**config.mk**
```make
export PLATFORM = sky130hd
export DESIGN_NAME = rom_loader
export DESIGN_NICKNAME = d
export VERILOG_FILES = /design/src/rtl/rom_loader_pkg.sv /design/src/rtl/rom_wr_fifo.sv /design/src/rtl/rom_loader.sv
export SDC_FILE = /design/constraint.sdc
export NUM_CORES = 1
export LEC_CHECK = 0
export CAP_MARGIN = 0
export CORE_ASPECT_RATIO = 1.2
export CORE_MARGIN = 5
export CORE_UTILIZATION = 45
export DETAILED_ROUTE_END_ITERATION = 6
export GPL_TIMING_DRIVEN = 0
export PLACE_DENSITY = 0.68
export REMOVE_ABC_BUFFERS = 1
export SLEW_MARGIN = 20
export SYNTH_ARGS = -nofsm -noshare
export SYNTH_HDL_FRONTEND = slang
export SYNTH_SLANG_ARGS = --single-unit
```
**constraint.sdc**
```tcl
create_clock -name clk_sys -period 3 [get_ports clk_sys]
set_input_delay 0.6 -clock clk_sys [delete_from_list [all_inputs] [get_ports clk_sys]]
set_output_delay 0.6 -clock clk_sys [all_outputs]
set_load 0.005 [all_outputs]
```
**src/rtl/rom_loader_pkg.sv**
```systemverilog
// rtl/rom_loader_pkg.sv - shared types and widths for the ROM download/read bridge
// Contents:
//   rl_state_t      : controller state (IDLE, WRITE, READ, DRAIN)
//   rl_fifo_entry_t : one buffered download byte with its SDRAM byte address
//   SD_AW, CORE_AW  : SDRAM and core ROM byte-address widths
package rom_loader_pkg;

  localparam int SD_AW   = 25;
  localparam int CORE_AW = 15;

  typedef enum logic [1:0] {
    ST_IDLE  = 2'd0,
    ST_WRITE = 2'd1,
    ST_READ  = 2'd2,
    ST_DRAIN = 2'd3
  } rl_state_t;

  typedef struct packed {
    logic [SD_AW-1:0] addr;
    logic [7:0]       data;
  } rl_fifo_entry_t;

endpackage

```
**src/rtl/rom_wr_fifo.sv**
```systemverilog
// rtl/rom_wr_fifo.sv - small write FIFO buffering download bytes ahead of SDRAM
// Ports:
//   clk_sys, reset     : system clock, synchronous active-high reset (empties FIFO)
//   push, push_entry   : write request and entry; ignored while full
//   pop                : drop the head entry; ignored while empty
//   full, empty        : occupancy flags
//   head               : oldest entry, valid while not empty
module rom_wr_fifo
  import rom_loader_pkg::*;
#(
  parameter int FIFO_DEPTH = 4
) (
  input  logic           clk_sys,
  input  logic           reset,
  input  logic           push,
  input  rl_fifo_entry_t push_entry,
  input  logic           pop,
  output logic           full,
  output logic           empty,
  output rl_fifo_entry_t head
);

  localparam int PW = $clog2(FIFO_DEPTH);

  rl_fifo_entry_t mem [FIFO_DEPTH];
  logic [PW-1:0]  wr_ptr;
  logic [PW-1:0]  rd_ptr;
  logic [PW:0]    count;
  logic           do_push;
  logic           do_pop;

  assign full    = (count == (PW+1)'(FIFO_DEPTH));
  assign empty   = (count == '0);
  assign do_push = push & ~full;
  assign do_pop  = pop & ~empty;
  assign head    = mem[rd_ptr];

  // Storage needs no reset: an entry is only read after it has been written.
  always_ff @(posedge clk_sys) begin
    if (do_push) begin
      mem[wr_ptr] <= push_entry;
    end
  end

  // Depth is a power of two, so the pointers wrap by natural overflow.
  always_ff @(posedge clk_sys) begin
    if (reset) begin
      wr_ptr <= '0;
      rd_ptr <= '0;
      count  <= '0;
    end else begin
      if (do_push) wr_ptr <= wr_ptr + 1'b1;
      if (do_pop)  rd_ptr <= rd_ptr + 1'b1;
      case ({do_push, do_pop})
        2'b10:   count <= count + 1'b1;
        2'b01:   count <= count - 1'b1;
        default: count <= count;
      endcase
    end
  end

endmodule

```
**src/rtl/rom_loader.sv**
```systemverilog
// rtl/rom_loader.sv - packs ioctl download bytes into SDRAM writes and serves core ROM reads
// Build option: ROM_LOADER_CACHE_EN keeps the one-word tag cache across core_addr changes;
//   when undefined, every core_addr change invalidates the cached word.
// Ports:
//   clk_sys, reset                 : 48 MHz system clock, synchronous active-high reset
//   ioctl_download/index/wr/addr/dout : data_io download byte stream
//   core_addr, core_dout, core_valid  : game core ROM byte read port
//   sd_addr/din/wtbt/we/rd, sd_ack, sd_dout : request/ack port to the sdram controller
//   rom_loaded, core_reset, overflow  : load status, core reset, sticky FIFO drop flag
module rom_loader
  import rom_loader_pkg::*;
#(
  parameter int         FIFO_DEPTH = 4,
  parameter logic [7:0] ROM_INDEX  = 8'd0
) (
  input  logic               clk_sys,
  input  logic               reset,
  input  logic               ioctl_download,
  input  logic [7:0]         ioctl_index,
  input  logic               ioctl_wr,
  input  logic [SD_AW-1:0]   ioctl_addr,
  input  logic [7:0]         ioctl_dout,
  input  logic [CORE_AW-1:0] core_addr,
  output logic [7:0]         core_dout,
  output logic               core_valid,
  output logic [SD_AW-1:0]   sd_addr,
  output logic [15:0]        sd_din,
  output logic [1:0]         sd_wtbt,
  output logic               sd_we,
  output logic               sd_rd,
  input  logic               sd_ack,
  input  logic [15:0]        sd_dout,
  output logic               rom_loaded,
  output logic               core_reset,
  output logic               overflow
);

  rl_state_t      state;
  rl_state_t      state_next;
  rl_fifo_entry_t push_entry;
  rl_fifo_entry_t head;
  logic           push_req;
  logic           fifo_pop;
  logic           fifo_full;
  logic           fifo_empty;
  logic           download_q;
  logic           dl_rise;
  logic           dl_fall;
  logic           drain_pend;
  logic           start_write;
  logic           start_read;
  logic           set_loaded;
  logic           read_needed;
  logic           addr_moved;
  logic           tag_valid;
  logic [13:0]    tag;
  logic [13:0]    rd_tag;
  logic [15:0]    word;

  assign push_req   = ioctl_wr & ioctl_download & (ioctl_index == ROM_INDEX);
  assign push_entry = '{addr: ioctl_addr, data: ioctl_dout};
  assign fifo_pop   = (state == ST_WRITE) & sd_ack;
  assign dl_rise    = ioctl_download & ~download_q;
  assign dl_fall    = ~ioctl_download & download_q;

  rom_wr_fifo #(
    .FIFO_DEPTH (FIFO_DEPTH)
  ) u_fifo (
    .clk_sys    (clk_sys),
    .reset      (reset),
    .push       (push_req),
    .push_entry (push_entry),
    .pop        (fifo_pop),
    .full       (fifo_full),
    .empty      (fifo_empty),
    .head       (head)
  );

`ifdef ROM_LOADER_CACHE_EN
  assign addr_moved = 1'b0;
`else
  logic [CORE_AW-1:0] core_addr_q;

  always_ff @(posedge clk_sys) begin
    if (reset) core_addr_q <= '0;
    else       core_addr_q <= core_addr;
  end

  assign addr_moved = (core_addr != core_addr_q);
`endif

  assign read_needed = ~tag_valid | (tag != core_addr[14:1]);
  assign core_valid  = tag_valid & (tag == core_addr[14:1]) & rom_loaded & ~ioctl_download;
  assign core_dout   = core_addr[0] ? word[15:8] : word[7:0];

  // The download fall is only a one-cycle pulse, so it is remembered in drain_pend
  // until the FIFO has emptied and rom_loaded can be raised.
  always_comb begin
    state_next  = state;
    start_write = 1'b0;
    start_read  = 1'b0;
    set_loaded  = 1'b0;
    case (state)
      ST_IDLE: begin
        if (!fifo_empty) begin
          state_next  = ST_WRITE;
          start_write = 1'b1;
        end else if (drain_pend) begin
          state_next = ST_DRAIN;
        end else if (rom_loaded && !ioctl_download && read_needed) begin
          state_next = ST_READ;
          start_read = 1'b1;
        end
      end
      ST_WRITE: begin
        // Going straight to DRAIN lets rom_loaded rise one cycle after the last ack.
        if (sd_ack) state_next = drain_pend ? ST_DRAIN : ST_IDLE;
      end
      ST_READ: begin
        if (sd_ack) state_next = ST_IDLE;
      end
      ST_DRAIN: begin
        if (!fifo_empty) begin
          state_next  = ST_WRITE;
          start_write = 1'b1;
        end else begin
          state_next = ST_IDLE;
          set_loaded = drain_pend;
        end
      end
      default: state_next = ST_IDLE;
    endcase
  end

  always_ff @(posedge clk_sys) begin
    if (reset) begin
      state      <= ST_IDLE;
      download_q <= 1'b0;
      drain_pend <= 1'b0;
      rom_loaded <= 1'b0;
      core_reset <= 1'b1;
      overflow   <= 1'b0;
      tag_valid  <= 1'b0;
      tag        <= '0;
      rd_tag     <= '0;
      word       <= '0;
      sd_addr    <= '0;
      sd_din     <= '0;
      sd_wtbt    <= '0;
      sd_we      <= 1'b0;
      sd_rd      <= 1'b0;
    end else begin
      state      <= state_next;
      download_q <= ioctl_download;
      core_reset <= ~rom_loaded;

      if (push_req && fifo_full) overflow <= 1'b1;

      if (dl_rise) begin
        drain_pend <= 1'b0;
        rom_loaded <= 1'b0;
      end else begin
        if (dl_fall) drain_pend <= 1'b1;
        if (set_loaded) begin
          rom_loaded <= 1'b1;
          drain_pend <= 1'b0;
        end
      end

      if (start_write) begin
        sd_addr <= head.addr;
        sd_din  <= {head.data, head.data};
        sd_wtbt <= head.addr[0] ? 2'b10 : 2'b01;
        sd_we   <= 1'b1;
      end else if (state == ST_WRITE && sd_ack) begin
        sd_we <= 1'b0;
      end

      // rd_tag remembers the word actually requested, so a core_addr change while
      // the read is in flight still completes against the old tag.
      if (start_read) begin
        sd_addr <= {10'd0, core_addr[14:1], 1'b0};
        sd_rd   <= 1'b1;
        rd_tag  <= core_addr[14:1];
      end else if (state == ST_READ && sd_ack) begin
        sd_rd <= 1'b0;
        word  <= sd_dout;
        tag   <= rd_tag;
      end

      if (dl_rise || addr_moved) begin
        tag_valid <= 1'b0;
      end else if (state == ST_READ && sd_ack && !ioctl_download) begin
        tag_valid <= 1'b1;
      end
    end
  end

endmodule

```
==> results.tsv, run 1 <==
metric	value	unit
outcome	finished, final reports clean	
CTS tree	yes	
fmax	357	MHz
Final Hold Vio Count	0	
FF+latch area	6230	µm²
top cell type's share of synthesized area	40.7	%
CTS max path bufs	3	
Synth area leader	edfxtp_1	
Yosys warning count	0	
largest net degree at the start of global routing	74	
Core Util, Final	57.9	%
latest clock arrival within the worst-skew pair	510	ps
first-pass GRT wire length	32300	µm
placed insts	1093	
ys async rst share	0	%
Syn Area/Cell	13.4	µm²
DRC Markers	0	
Startpoint Class	primary input	
VDD IR max	0.618	mV
CP Capture Type	output pin	
setup TNS	0	ps
core area	21500	µm²
Logic pwr share	6.7	%
min-delay worst type	reg2reg	
Synth Instances	727	
Finished Layout Cells	1142	
CP arrival	2200	ps
unrepaired setup endpoints after global routing	no	
Slew Limit Fails	0	
layout cells sized above 1	13.6	%
clock edge transition at the registers on the reported setup and hold paths	60	ps
Pwr Density	594	nW/µm²
port bufs	133	
switching power	0.00154	W
number of flops mapped to enable cells by yosys	132	
Seq/Total Area, Yosys	63.9	%
GPL Wtd Cong	0.736	
Die Area	24700	µm²
min Tclk post-route	2800	ps
Clock Power Share	44.5	%
total track usage	16.4	%
Ports	134	
Vias	5890	
vias in the first global route	6132	
switch share	20.9	%
Max-slew headroom	31.3	%
initial drt markers	250	
Die H	171	µm
Critical Path, Cell by Cell	clkdlybuf4s50_1 -> mux2_2 -> clkdlybuf4s50_1	
Mapped Area	9740	µm²
Crit Path Max Fanout	10	
Starting Density	45.3	%
Req. time, crit path	2400	ps
Setup Viol. Count Final	0	
Seq pwr share	48.8	%
CTS Buf Count	26	
max_cap viols	0	
buffers and inverters on the worst path	2	
initial antenna violation count	0	
cell family with most CP delay	buffers and inverters	
drt pass-1 iters	4	
number of diodes	0	
post-route ant nets	0	
Num Clock Sinks	245	
Pleak	4.05	nW
Core Rows	59	
number of vias per cell	5.16	
Max stage delay on crit path	760	ps
die width	144	µm
CTS root buf	clkbuf_16	
Nets	936	
grt total ovfl	0	
Slowest-stage cell, CP	clkdlybuf4s50_1	
hpwl dp	13300	µm
Pint	0.00584	W
Tcrit/Tclk final	93.3	%
Unique masters post-synth	38	
drt wl/cell	17.7	µm
most used cell, CP	clkdlybuf4s50_1	
hold buffers post-CTS	0	
Setup Crit Path Kind	in2out	
total power	0.00739	W
Multi-input gate area	3350	µm²
Layout area overhead	27.7	%
Yosys reg bits	245	
Fillers	1728	
Synth Flop Type	edfxtp_1	
largest cells by area after synthesis	edfxtp_1 41%, dfxtp_1 23%, mux4_2 7.6%, nand2b_1 4.0%, mux2i_1 3.2%	
H-tree depth	1	
Least-Margin Pin Slew	1030	ps
Post-Route WL	20200	µm
Setup Skew	9.45	ps
[metrics by stage]
step	area, µm²	hold WS [ps]	worst slack (ps)
after floorplan	9490	410	-1310
after global placement	11200	447	-3200
after detailed placement	11400	449	-910
after CTS	12400	462	4.19
after global routing	12400	472	14.2
final	12400	454	200
[cells in the final DEF (no fill, tap or decap), types with 16 or more instances in the layout]
master	instances
o21ai_0	17
edfxtp_1	132
dfxtp_1	111
nor2_1	23
mux2i_1	31
a21oi_1	40
nand3_1	16
nand2b_1	63
nor2b_1	16
nand2_1	61
mux4_2	33
a31oi_1	16
clkdlybuf4s50_1	124
clkbuf_16	27
[what timing repair did]
action,CTS,global route
resized for setup,7,13
setup endpoints to repair,31,43
pin swaps,4,1
buffers inserted,1,0
[cells by family after synthesis]
| kind of cell | share of synthesized area (%) |
|---|---|
| AO/OA/AOI/OAI | 5.86 |
| XOR/XNOR | 3.06 |
| adder cells (fa/ha/maj) | 1.49 |
| buffers and inverters | 2.92 |
| flip-flops | 63.9 |
| multiplexers | 11.7 |
| AND/OR/NAND/NOR | 11.0 |
[worst register-to-register path, stage by stage (launching register included)]
cell	delay [ps]
dfxtp_1	350
nor3_2	470
and3b_1	280
nor2b_2	700
a21o_1	500
a21oi_1	90
[final cells by class]
class                           instances  share of cell area (%)
Multi-Input combinational cell        421                    26.9
Sequential cell                       245                    50.1
Timing Repair Buffer                  144                    12.7
Tap cell                              274                    2.76
Clock buffer                           30                    5.52
Clock inverter                         18                    1.70
Inverter                               10                   0.302
[power by group through the flow]
stage | Combinational (W) | Clock, W | Sequential, W
6_report | 0.000494 | 0.00328 | 0.00361
5_1_grt | 0.000540 | 0.00353 | 0.00361
4_1_cts | 0.000495 | 0.00337 | 0.00361
3_3_place_gp | 0.000473 | 0 | 0.00368
2_1_floorplan | 0.000240 | 0 | 0.00367
3_5_place_dp | 0.000484 | 0 | 0.00368
[sequential cells by signal (all words and copies together) (netlist names), named ones only]
signal	count
sd_addr	25
rd_tag	14
tag_valid	1
u_fifo.rd_ptr	2
sd_we	1
sd_din	8
state	2
tag	14
u_fifo.wr_ptr	2
download_q	1
sd_rd	1
core_reset	1
overflow	1
core_addr_q	15
u_fifo.count	3
word	16
rom_loaded	1
u_fifo.mem	132
sd_wtbt	2
drain_pend	1
[path summary, 6_finish.rpt]
check / start / depth (start not counted) / slack (ps) / to
setup reg to reg: u_fifo.count[2] / 5 / 480 / sd_addr[17]
hold / removal: sd_addr[21] / 2 / 450 / sd_addr[21]
setup / recovery: core_addr[0] / 3 / 200 / core_dout[6]
hold reg to reg: sd_addr[21] / 2 / 450 / sd_addr[21]
[routing by layer]
metal / GRT usage [%] / wire [µm] / vias to the layer above
met4: 3.85 / 288 / 0
li1: - / - / 2872
met3: 4.25 / 1390 / 30
met2: 28.7 / 10200 / 147
met1: 20.2 / 8380 / 2841
met5: 0 / 0 / -
[cell usage after synthesis (all sizes together) (8+ instances only)]
| cell | instances |
|---|---|
| mux2i | 31 |
| o21ai | 17 |
| mux4 | 33 |
| inv | 10 |
| nand2b | 63 |
| xnor2 | 24 |
| clkbuf | 30 |
| nor2b | 17 |
| nand4 | 8 |
| o211ai | 14 |
| nor2 | 24 |
| a21oi | 41 |
| xor2 | 10 |
| a31oi | 16 |
| nand2 | 61 |
| nand3 | 16 |
| edfxtp | 132 |
| dfxtp | 113 |
| buf | 21 |
| ha | 10 |
| mux2 | 8 |
Note: power is estimated with default switching activity, not from simulation.
==> run 2, diff against run 1 <==
HOLD_SLACK_MARGIN = 0.03   (was unset)
==> results of run 2 <==
The final DEF is identical to that of run 1; final timing and power are the same.
==> run 3, diff against run 2 <==
ABC_AREA = 1   (was unset)
CAP_MARGIN = unset   (was 0)
PLACE_DENSITY = 0.67   (was 0.68)
==> results.tsv, run 3 <==
metric	value	unit	change
Critical Path, Cell by Cell	clkdlybuf4s50_1 -> inv_2 -> nand2_1 -> nand2_1 -> nor2_1 -> nand2_1 -> nor2_2 -> nand2_4 -> nor3_1 -> dlygate4sd2_1		was clkdlybuf4s50_1 -> mux2_2 -> clkdlybuf4s50_1
grt total ovfl	0		unchanged
busiest grt layer	met2		unchanged
Syn Area/Cell	9.97	µm²	was 13.4 µm²
# Post-CTS Setup Buffers	0		was 1
Core Rows	60		was 59
Synth Flop Type	edfxtp_1		unchanged
Ports	134		unchanged
CP Capture Type	output pin		unchanged
latest clock arrival within the worst-skew pair	510	ps	about the same
Max stage delay on crit path	580	ps	was 760 ps
min-delay worst type	in2reg		was reg2reg
drt wl/cell	15.8	µm	was 17.7 µm
Tcrit/Tclk final	95.7	%	was 93.3%
Layout area overhead	24.3	%	was 27.7%
Slowest-stage cell, CP	clkdlybuf4s50_1		unchanged
most common cell after layout, fill and taps aside	nand2_1		was edfxtp_1
switch share	21.2	%	was 20.9%
Pleak	4.41	nW	was 4.05 nW
total power	0.00730	W	was 0.00739 W
CTS max path bufs	3		unchanged
port bufs	133		unchanged
Fillers	1941		was 1728
drt pass-1 iters	5		was 4
Clock Power Share	44.2	%	was 44.5%
number of vias per cell	5.07		was 5.16
Logic pwr share	6.5	%	was 6.7%
cell family with most CP delay	buffers and inverters		unchanged
fmax	348	MHz	was 357 MHz
buffers and inverters on the worst path	3		was 2
initial drt markers	450		was 250
layout cells sized above 1	11.7	%	was 13.6%
post-route ant nets	0		unchanged
Final Hold Vio Count	0		unchanged
first-pass GRT wire length	35900	µm	was 32300 µm
Req. time, crit path	2400	ps	about the same
Yosys reg bits	245		unchanged
VDD IR max	0.583	mV	was 0.618 mV
number of diodes	0		unchanged
CTS tree	yes		unchanged
Reg with most FFs	u_fifo.mem		unchanged
DRC Markers	0		unchanged
Yosys warning count	0		unchanged
clock edge transition at the registers on the reported setup and hold paths	60	ps	about the same
Max-slew headroom	40.9	%	was 31.3%
Nets	1206		was 936
vias in the first global route	6946		was 6132
CTS Buf Count	26		unchanged
most used cell, CP	nand2_1		was clkdlybuf4s50_1
H-tree depth	1		unchanged
hpwl dp	14100	µm	was 13300 µm
switching power	0.00155	W	was 0.00154 W
core area	22200	µm²	was 21500 µm²
Vias	7191		was 5890
largest registers	u_fifo.mem: 132 flops, sd_addr: 25 flops, word: 16 flops		unchanged
Die Area	25500	µm²	was 24700 µm²
Seq/Total Area, Yosys	61.8	%	was 63.9%
unrepaired setup endpoints after global routing	no		unchanged
outcome	finished, final reports clean		unchanged
Startpoint Class	primary input		unchanged
number of flops mapped to enable cells by yosys	132		unchanged
Num Clock Sinks	245		unchanged
Slew Limit Fails	0		unchanged
Post-synth top cells	172 x nand2_1, 172 x nor2_1, 132 x edfxtp_1, 113 x dfxtp_1, 95 x o21ai_0		was 132 x edfxtp_1, 113 x dfxtp_1, 63 x nand2b_1, 61 x nand2_1, 41 x a21oi_1
min Tclk post-route	2870	ps	was 2800 ps
Starting Density	45.3	%	about the same
Setup Viol. Count Final	0		unchanged
max reg flops	132		unchanged
Synth area leader	edfxtp_1		unchanged
Die H	174	µm	was 171 µm
largest cells by area after synthesis	edfxtp_1 39%, dfxtp_1 22%, nand2_1 6.4%, nor2_1 6.4%, o21ai_0 4.7%		was edfxtp_1 41%, dfxtp_1 23%, mux4_2 7.6%, nand2b_1 4.0%, mux2i_1 3.2%
die width	147	µm	was 144 µm
GPL Wtd Cong	0.808		was 0.736
Post-DP Area	11600	µm²	was 11400 µm²
largest net degree at the start of global routing	68		was 74
Pwr Density	583	nW/µm²	was 594 nW/µm²
Synth Instances	1010		was 727
met1 usage	20.6	%	was 20.2%
max_cap viols	0		unchanged
ys async rst share	0	%	unchanged
top cell type's share of synthesized area	39.4	%	was 40.7%
Setup Crit Path Kind	in2out		unchanged
most frequent cells in the layout	171 x nand2_1, 166 x nor2_1, 132 x edfxtp_1, 127 x clkdlybuf4s50_1, 111 x dfxtp_1		was 132 x edfxtp_1, 124 x clkdlybuf4s50_1, 111 x dfxtp_1, 63 x nand2b_1, 61 x nand2_1
Crit Path Max Fanout	18		was 10
Mapped Area	10100	µm²	was 9740 µm²
met2 GRT Util	30.7	%	was 28.7%
Unique masters post-synth	39		was 38
Post-Route WL	22400	µm	was 20200 µm
Pint	0.00575	W	was 0.00584 W
CP arrival	2270	ps	was 2200 ps
met3 GRT Util	4.34	%	was 4.25%
total track usage	17.1	%	was 16.4%
Setup Skew	7.35	ps	was 9.45 ps
CTS root buf	clkbuf_16		unchanged
initial antenna violation count	0		unchanged
Least-Margin Pin Slew	885	ps	was 1030 ps
cell area after layout	12500	µm²	was 12400 µm²
Seq pwr share	49.3	%	was 48.8%
## run 3: kinds of logic after synthesis
group	synth area share, %
XOR/XNOR	1.04
adder cells (fa/ha/maj)	1.44
AND/OR/NAND/NOR	18.6
AO/OA/AOI/OAI	11.0
buffers and inverters	6.05
flip-flops	61.8
## run 3: final timing paths
check	start	end	slack, ps	depth (start not counted)
worst max-delay path	core_addr[12]	core_valid	130	10
worst max register to register	rom_loaded	rd_tag[10]	490	5
worst min register to register	rom_loaded	core_reset	440	1
worst min-delay path	core_addr[6]	core_addr_q[6]	430	3
## run 3: power groups by stage
stage	Sequential [W]	Clock [W]	Combinational, W
after floorplan	0.00367	0	0.000217
after global placement	0.00367	0	0.000450
after CTS	0.00360	0.00329	0.000479
after detailed placement	0.00367	0	0.000476
after global routing	0.00360	0.00343	0.000529
final	0.00360	0.00323	0.000478
## run 3: what timing repair did
action / 4_1_cts / 5_1_grt
pin swaps: 0 / 2
endpoints found under the setup margin: 56 / 55
cloned: 0 / 1
hold buffers: 0 / 0
resized for setup: 6 / 3
## run 3: metrics by stage
step / instances / util (%) / setup TNS, ps / setup WS [ps] / hold WS (ps)
floorplan: 948 / - / -1360 / -97.3 / 408
global placement: 1360 / 51.3 / -476400 / -3530 / 422
detailed placement: 1368 / 52.3 / -68470 / -1430 / 432
CTS: 1416 / 56.2 / 0 / 70.8 / 450
global route: 1417 / 56.3 / 0 / 0.311 / 448
finish: 1417 / 56.3 / 0 / 128 / 433
## run 3: tightest hold or removal path, delay by kind of cell
family                 cells  cell delay, ps
and+or+nand+nor            1              40
buffers and inverters      2             260
## run 3: final cells by class
type	instances	area (µm²)	share of cell area, %
clock inverter	17	179	1.43
sequential	245	6230	49.8
clock buffer	31	691	5.52
inverter	68	259	2.07
tap	279	349	2.79
multi-input combinational	636	3290	26.3
timing repair buffer	141	1510	12.1
## run 3: metal layers
layer  wire length [µm]  vias to the layer above
met5                  0                        -
met4                378                        0
met3               1540                       31
met2              11200                      184
met1               9280                     3364
li1                   -                     3612
==> patch 1: new RTL, config.mk and constraints of run 2 <==
Build with the macro `ROM_LOADER_CACHE_EN` defined.
--- a/src/rtl/rom_loader.sv
+++ b/src/rtl/rom_loader.sv
@@ -9,2 +9,4 @@
 //   rom_loaded, core_reset, overflow  : load status, core reset, sticky FIFO drop flag
+`define ROM_LOADER_CACHE_EN
+
 module rom_loader
Check against the original RTL: not equivalent (a bounded check fails within 10 cycles, from zero or initial values and one cycle with reset high).
==> patch 1 against run 2 <==
Sequential share of layout area up 0.83 points. Setup slack better by 0.016 ns. Clock power down 18%. Sequential power down 5.8%. First-iteration DRC count up 27%. Wire length down 1.8%. Synthesized cell count down 7.0%. Total power down 11%. Clock skew up 0.0022 ns. Area after synthesis down 5.8%. Sequential cell count down 15. Register-to-register slack worse by 0.12 ns. Design area down 6.4%. Die area down 5.4%.
==> patch 1: results (changes against run 2) <==
| Metric | Value |
|---|---|
| Worst reg2reg path endpoint | `sd_addr[22]` |
| Number of instances in the synthesized netlist | `676 (-7.0%)` |
| Maximum ir drop on the vdd rail | `0.000439 V (-29%)` |
| Signal buffers | `146 (+1.4%)` |
| Nets@finish | `886 (-5.3%)` |
| Clock buffers created by TritonCTS | `23 (-12%)` |
| Total Routing Usage GR | `0.170 (+0.00626)` |
| Smallest hold slack | `0.431 ns (-0.0232 ns)` |
| Number of non-filler instances in the completed layout | `1,078 (-5.6%)` |
| Hold Path Stages | `1 (-1)` |
| Max_slew headroom | `0.302 (-0.0105)` |
| Worst-case clock skew | `0.0117 ns (+0.00222 ns)` |
| Largest incremental delay on the critical path | `0.55 ns (-0.21 ns)` |
| Number of vias per cell after detailed routing | `5.32 (+3.1%)` |
| Outcome | `completed` |
| Hold path endpoint | `core_reset` |
| Clkbuf count | `32 (+6.7%)` |
| Count of flip-flops and latches | `230 (-6.1%)` |
| Multi-Input Combinational | `387 (-8.1%)` |
| Clock-cell share of area | `0.0610 (-0.0112)` |
| DR WL/cell | `18.4 um (+4.0%)` |
| Critical register-to-register path startpoint | `u_fifo.count[0]` |
| Cell Count Post-Placement | `1,036 (-5.2%)` |
| Sw Ratio | `0.207 (-0.00133)` |
| Leak | `0.00368 uW (-8.9%)` |
| Fraction of layout cells with a size suffix above 1 | `0.129 (-0.00679)` |
| Register area | `0.00593 mm^2 (-4.8%)` |
| Crit. Startpoint | `core_addr[1]` |
patch 1: cell count changes after synthesis, moves of 7 or more:
cell / change
sky130_fd_sc_hd__nor2b_1: -15
sky130_fd_sc_hd__xnor2_1: -8
sky130_fd_sc_hd__xor2_1: -7
sky130_fd_sc_hd__dfxtp_1: -15
patch 1: power by group through the flow:
stage	registers (uW)	logic, uW	clock network [uW]
detailed placement	3460	451	0
CTS	3390	467	2770
floorplan	3460	218	0
global route	3400	507	2910
finish	3400	463	2700
global placement	3460	424	0
patch 1: worst max-delay path, delay by kind of cell:
family,cells,cell delay [ns]
xor+xnor,1,0.15
buf+inv,2,0.83
simple gates,3,0.60
patch 1: cells by family (layout without fill, tap and decap cells):
logic type                 count (synthesis)  count (layout)  synth area share
DFF                                      230             230             0.646
buffers and inverters                     59             196            0.0297
and+or+nand+nor                          188             188             0.104
AOI/OAI and AO/OA                         97              97            0.0616
xor gates and xnor gates                  19              19            0.0181
muxes                                     72              72             0.125
adders and majority gates                 11              11            0.0158
patch 1: per-stage QoR:
| stage | instance area (um^2) | utilization | worst slack (ns) | TNS, ns |
|---|---|---|---|---|
| 6_report | 11600 | 0.577 | 0.217 | 0 |
| 3_5_place_dp | 10900 | 0.539 | -0.871 | -42.80 |
| 4_1_cts | 11600 | 0.576 | 0.0897 | 0 |
| 2_1_floorplan | 8940 | - | -1.31 | -39.18 |
| 5_1_grt | 11600 | 0.577 | 0.0649 | 0 |
| 3_3_place_gp | 10600 | 0.525 | -2.96 | -276.81 |
patch 1: per-layer routing:
metal / part of all wire / global-route usage / up-vias
li1: - / - / 2701
met2: 0.51 / 0.300 / 170
met3: 0.069 / 0.0379 / 36
met5: 0 / 0 / -
met1: 0.40 / 0.213 / 2825
met4: 0.021 / 0.0405 / 0
==> patch 2: new RTL, flow settings as in run 2 <==
Without the edit above. Encoding of `rl_state_t`: now one-hot (4 bits for 4 states).
--- a/src/rtl/rom_loader_pkg.sv
+++ b/src/rtl/rom_loader_pkg.sv
@@ -10,7 +10,7 @@
 
-  typedef enum logic [1:0] {
-    ST_IDLE  = 2'd0,
-    ST_WRITE = 2'd1,
-    ST_READ  = 2'd2,
-    ST_DRAIN = 2'd3
+  typedef enum logic [3:0] {
+    ST_IDLE  = 4'b0001,
+    ST_WRITE = 4'b0010,
+    ST_READ  = 4'b0100,
+    ST_DRAIN = 4'b1000
   } rl_state_t;
Behaviour: same outputs for any inputs over 4 cycles, from zero or initial values and one cycle with reset high; so few cycles prove little.
==> patch 2 against run 2 <==
First-iteration DRC count is 10% higher. Non-clock buffer count is 3 higher. Area after synthesis is 2.0% lower. Sequential cell count is 2 higher. Wire length is 2.0% higher. Register-to-register slack worse by 0.16 ns. Critical endpoint is now core_dout[0]. Worst hold slack worse by 0.0065 ns. Highest routed layer unchanged. Design area is 3.2% lower. Setup slack worse by 0.070 ns.
Power is not compared: it rests on default switching activity, and its combinational part moved more than twofold at a synthesized area within 25%.
==> patch 2: results (changes against run 2) <==
| Metric | Value |
|---|---|
| Total placed instance area | `0.0112 mm^2 (-2.1%)` |
| Cell Count Post-Placement | `1,063 (-2.7%)` |
| Smallest hold slack | `0.448 ns (-0.00653 ns)` |
| DR WL/cell | `18.5 um (+4.6%)` |
| Wire length of the first global-routing pass | `32,800 um (+1.5%)` |
| Inverter count of the layout excluding clock inverters | `9 (-1)` |
| Logic depth of the worst register-to-register path | `8 (+3)` |
| Placeable core region | `0.0209 mm^2 (-2.7%)` |
| Clock buffers created by TritonCTS | `24 (-7.7%)` |
| Initial antenna violation count | `1 (+1)` |
| Worst-case clock skew | `0.00844 ns (-0.00101 ns)` |
| CP Capture Point | `core_dout[0]` |
| Total met3 wirelength after detailed routing | `1220 um (-12%)` |
| Finished Core Util | `0.576 (-0.00274)` |
| Final estimated routing congestion in global placement | `0.757 (+2.8%)` |
| Total routed wire length on the met1 layer | `8180 um (-2.3%)` |
| Worst setup slack for register-to-register paths | `0.32 ns (-0.16 ns)` |
| N_diodes | `1 (+1)` |
| Ratio of final minimum period to clock period | `0.957 (+0.0232)` |
| Nets@finish | `907 (-3.1%)` |
| Largest incremental delay on the critical path | `0.80 ns (+0.04 ns)` |
| Signal buffers | `147 (+2.1%)` |
| Leading post-synthesis cells by cell area | `sky130_fd_sc_hd__edfxtp_1, sky130_fd_sc_hd__dfxtp_1, sky130_fd_sc_hd__mux4_2` |
| Worst reg2reg path endpoint | `u_fifo.count[2]` |
| Hold Path Stages | `1 (-1)` |
| Estimated wirelength of the detail-placed design | `14,000 um (+5.2%)` |
| Hold path endpoint | `core_reset` |
| Number of instances in the synthesized netlist | `700 (-3.7%)` |
| Amount of wire on met2 after detailed routing | `10,800 um (+6.6%)` |
| Register area share after synthesis | `0.657 (+0.0175)` |
| Proportion of cell area occupied by registers | `0.521 (+0.0197)` |
| Combined area of the multi-input logic cells | `0.00304 mm^2 (-9.2%)` |
| Maximum number of pins on one net before global-route repair | `55 (-26%)` |
| FILL cells | `1,660 (-3.9%)` |
| Total Routing Usage GR | `0.170 (+0.00634)` |
| Count of cell types in the netlist | `49 (+29%)` |
| Outcome | `completed` |
| Count of buffers added by post-CTS timing repair for setup | `5 (+4)` |
| Clkbuf count | `34 (+13%)` |
| Clock-cell share of area | `0.0647 (-0.00751)` |
| Sink Count | `247 (+0.82%)` |
| 1st-iter DRT viols | `276 (+10%)` |
| Number of gates given a new drive strength after cts | `38 (+31)` |
| HP Start | `rom_loaded` |
[patch 2: cell types whose count changed after synthesis, moves of 6 or more]
cell / delta
sky130_fd_sc_hd__xor2_1: +8
sky130_fd_sc_hd__a21oi_1: +16
sky130_fd_sc_hd__a211oi_1: +9
sky130_fd_sc_hd__nand3_1: -14
sky130_fd_sc_hd__a31oi_1: -14
sky130_fd_sc_hd__nand2b_1: -58
sky130_fd_sc_hd__nand2_1: +43
sky130_fd_sc_hd__o211ai_1: -14
sky130_fd_sc_hd__nor4_1: +17
sky130_fd_sc_hd__o21ai_0: -15
sky130_fd_sc_hd__nor3_1: +6
sky130_fd_sc_hd__a22o_1: +14
sky130_fd_sc_hd__xnor2_1: -6
sky130_fd_sc_hd__mux2i_1: -16
[patch 2: cells by family after synthesis]
kind of cell    Yosys count  share of synthesized area
simple gates            201                      0.105
flops                   247                      0.657
compound gates           95                     0.0627
xor+xnor                 36                     0.0330
fa+ha+maj                 6                    0.00866
buf+inv                  58                     0.0294
mux                      57                      0.104
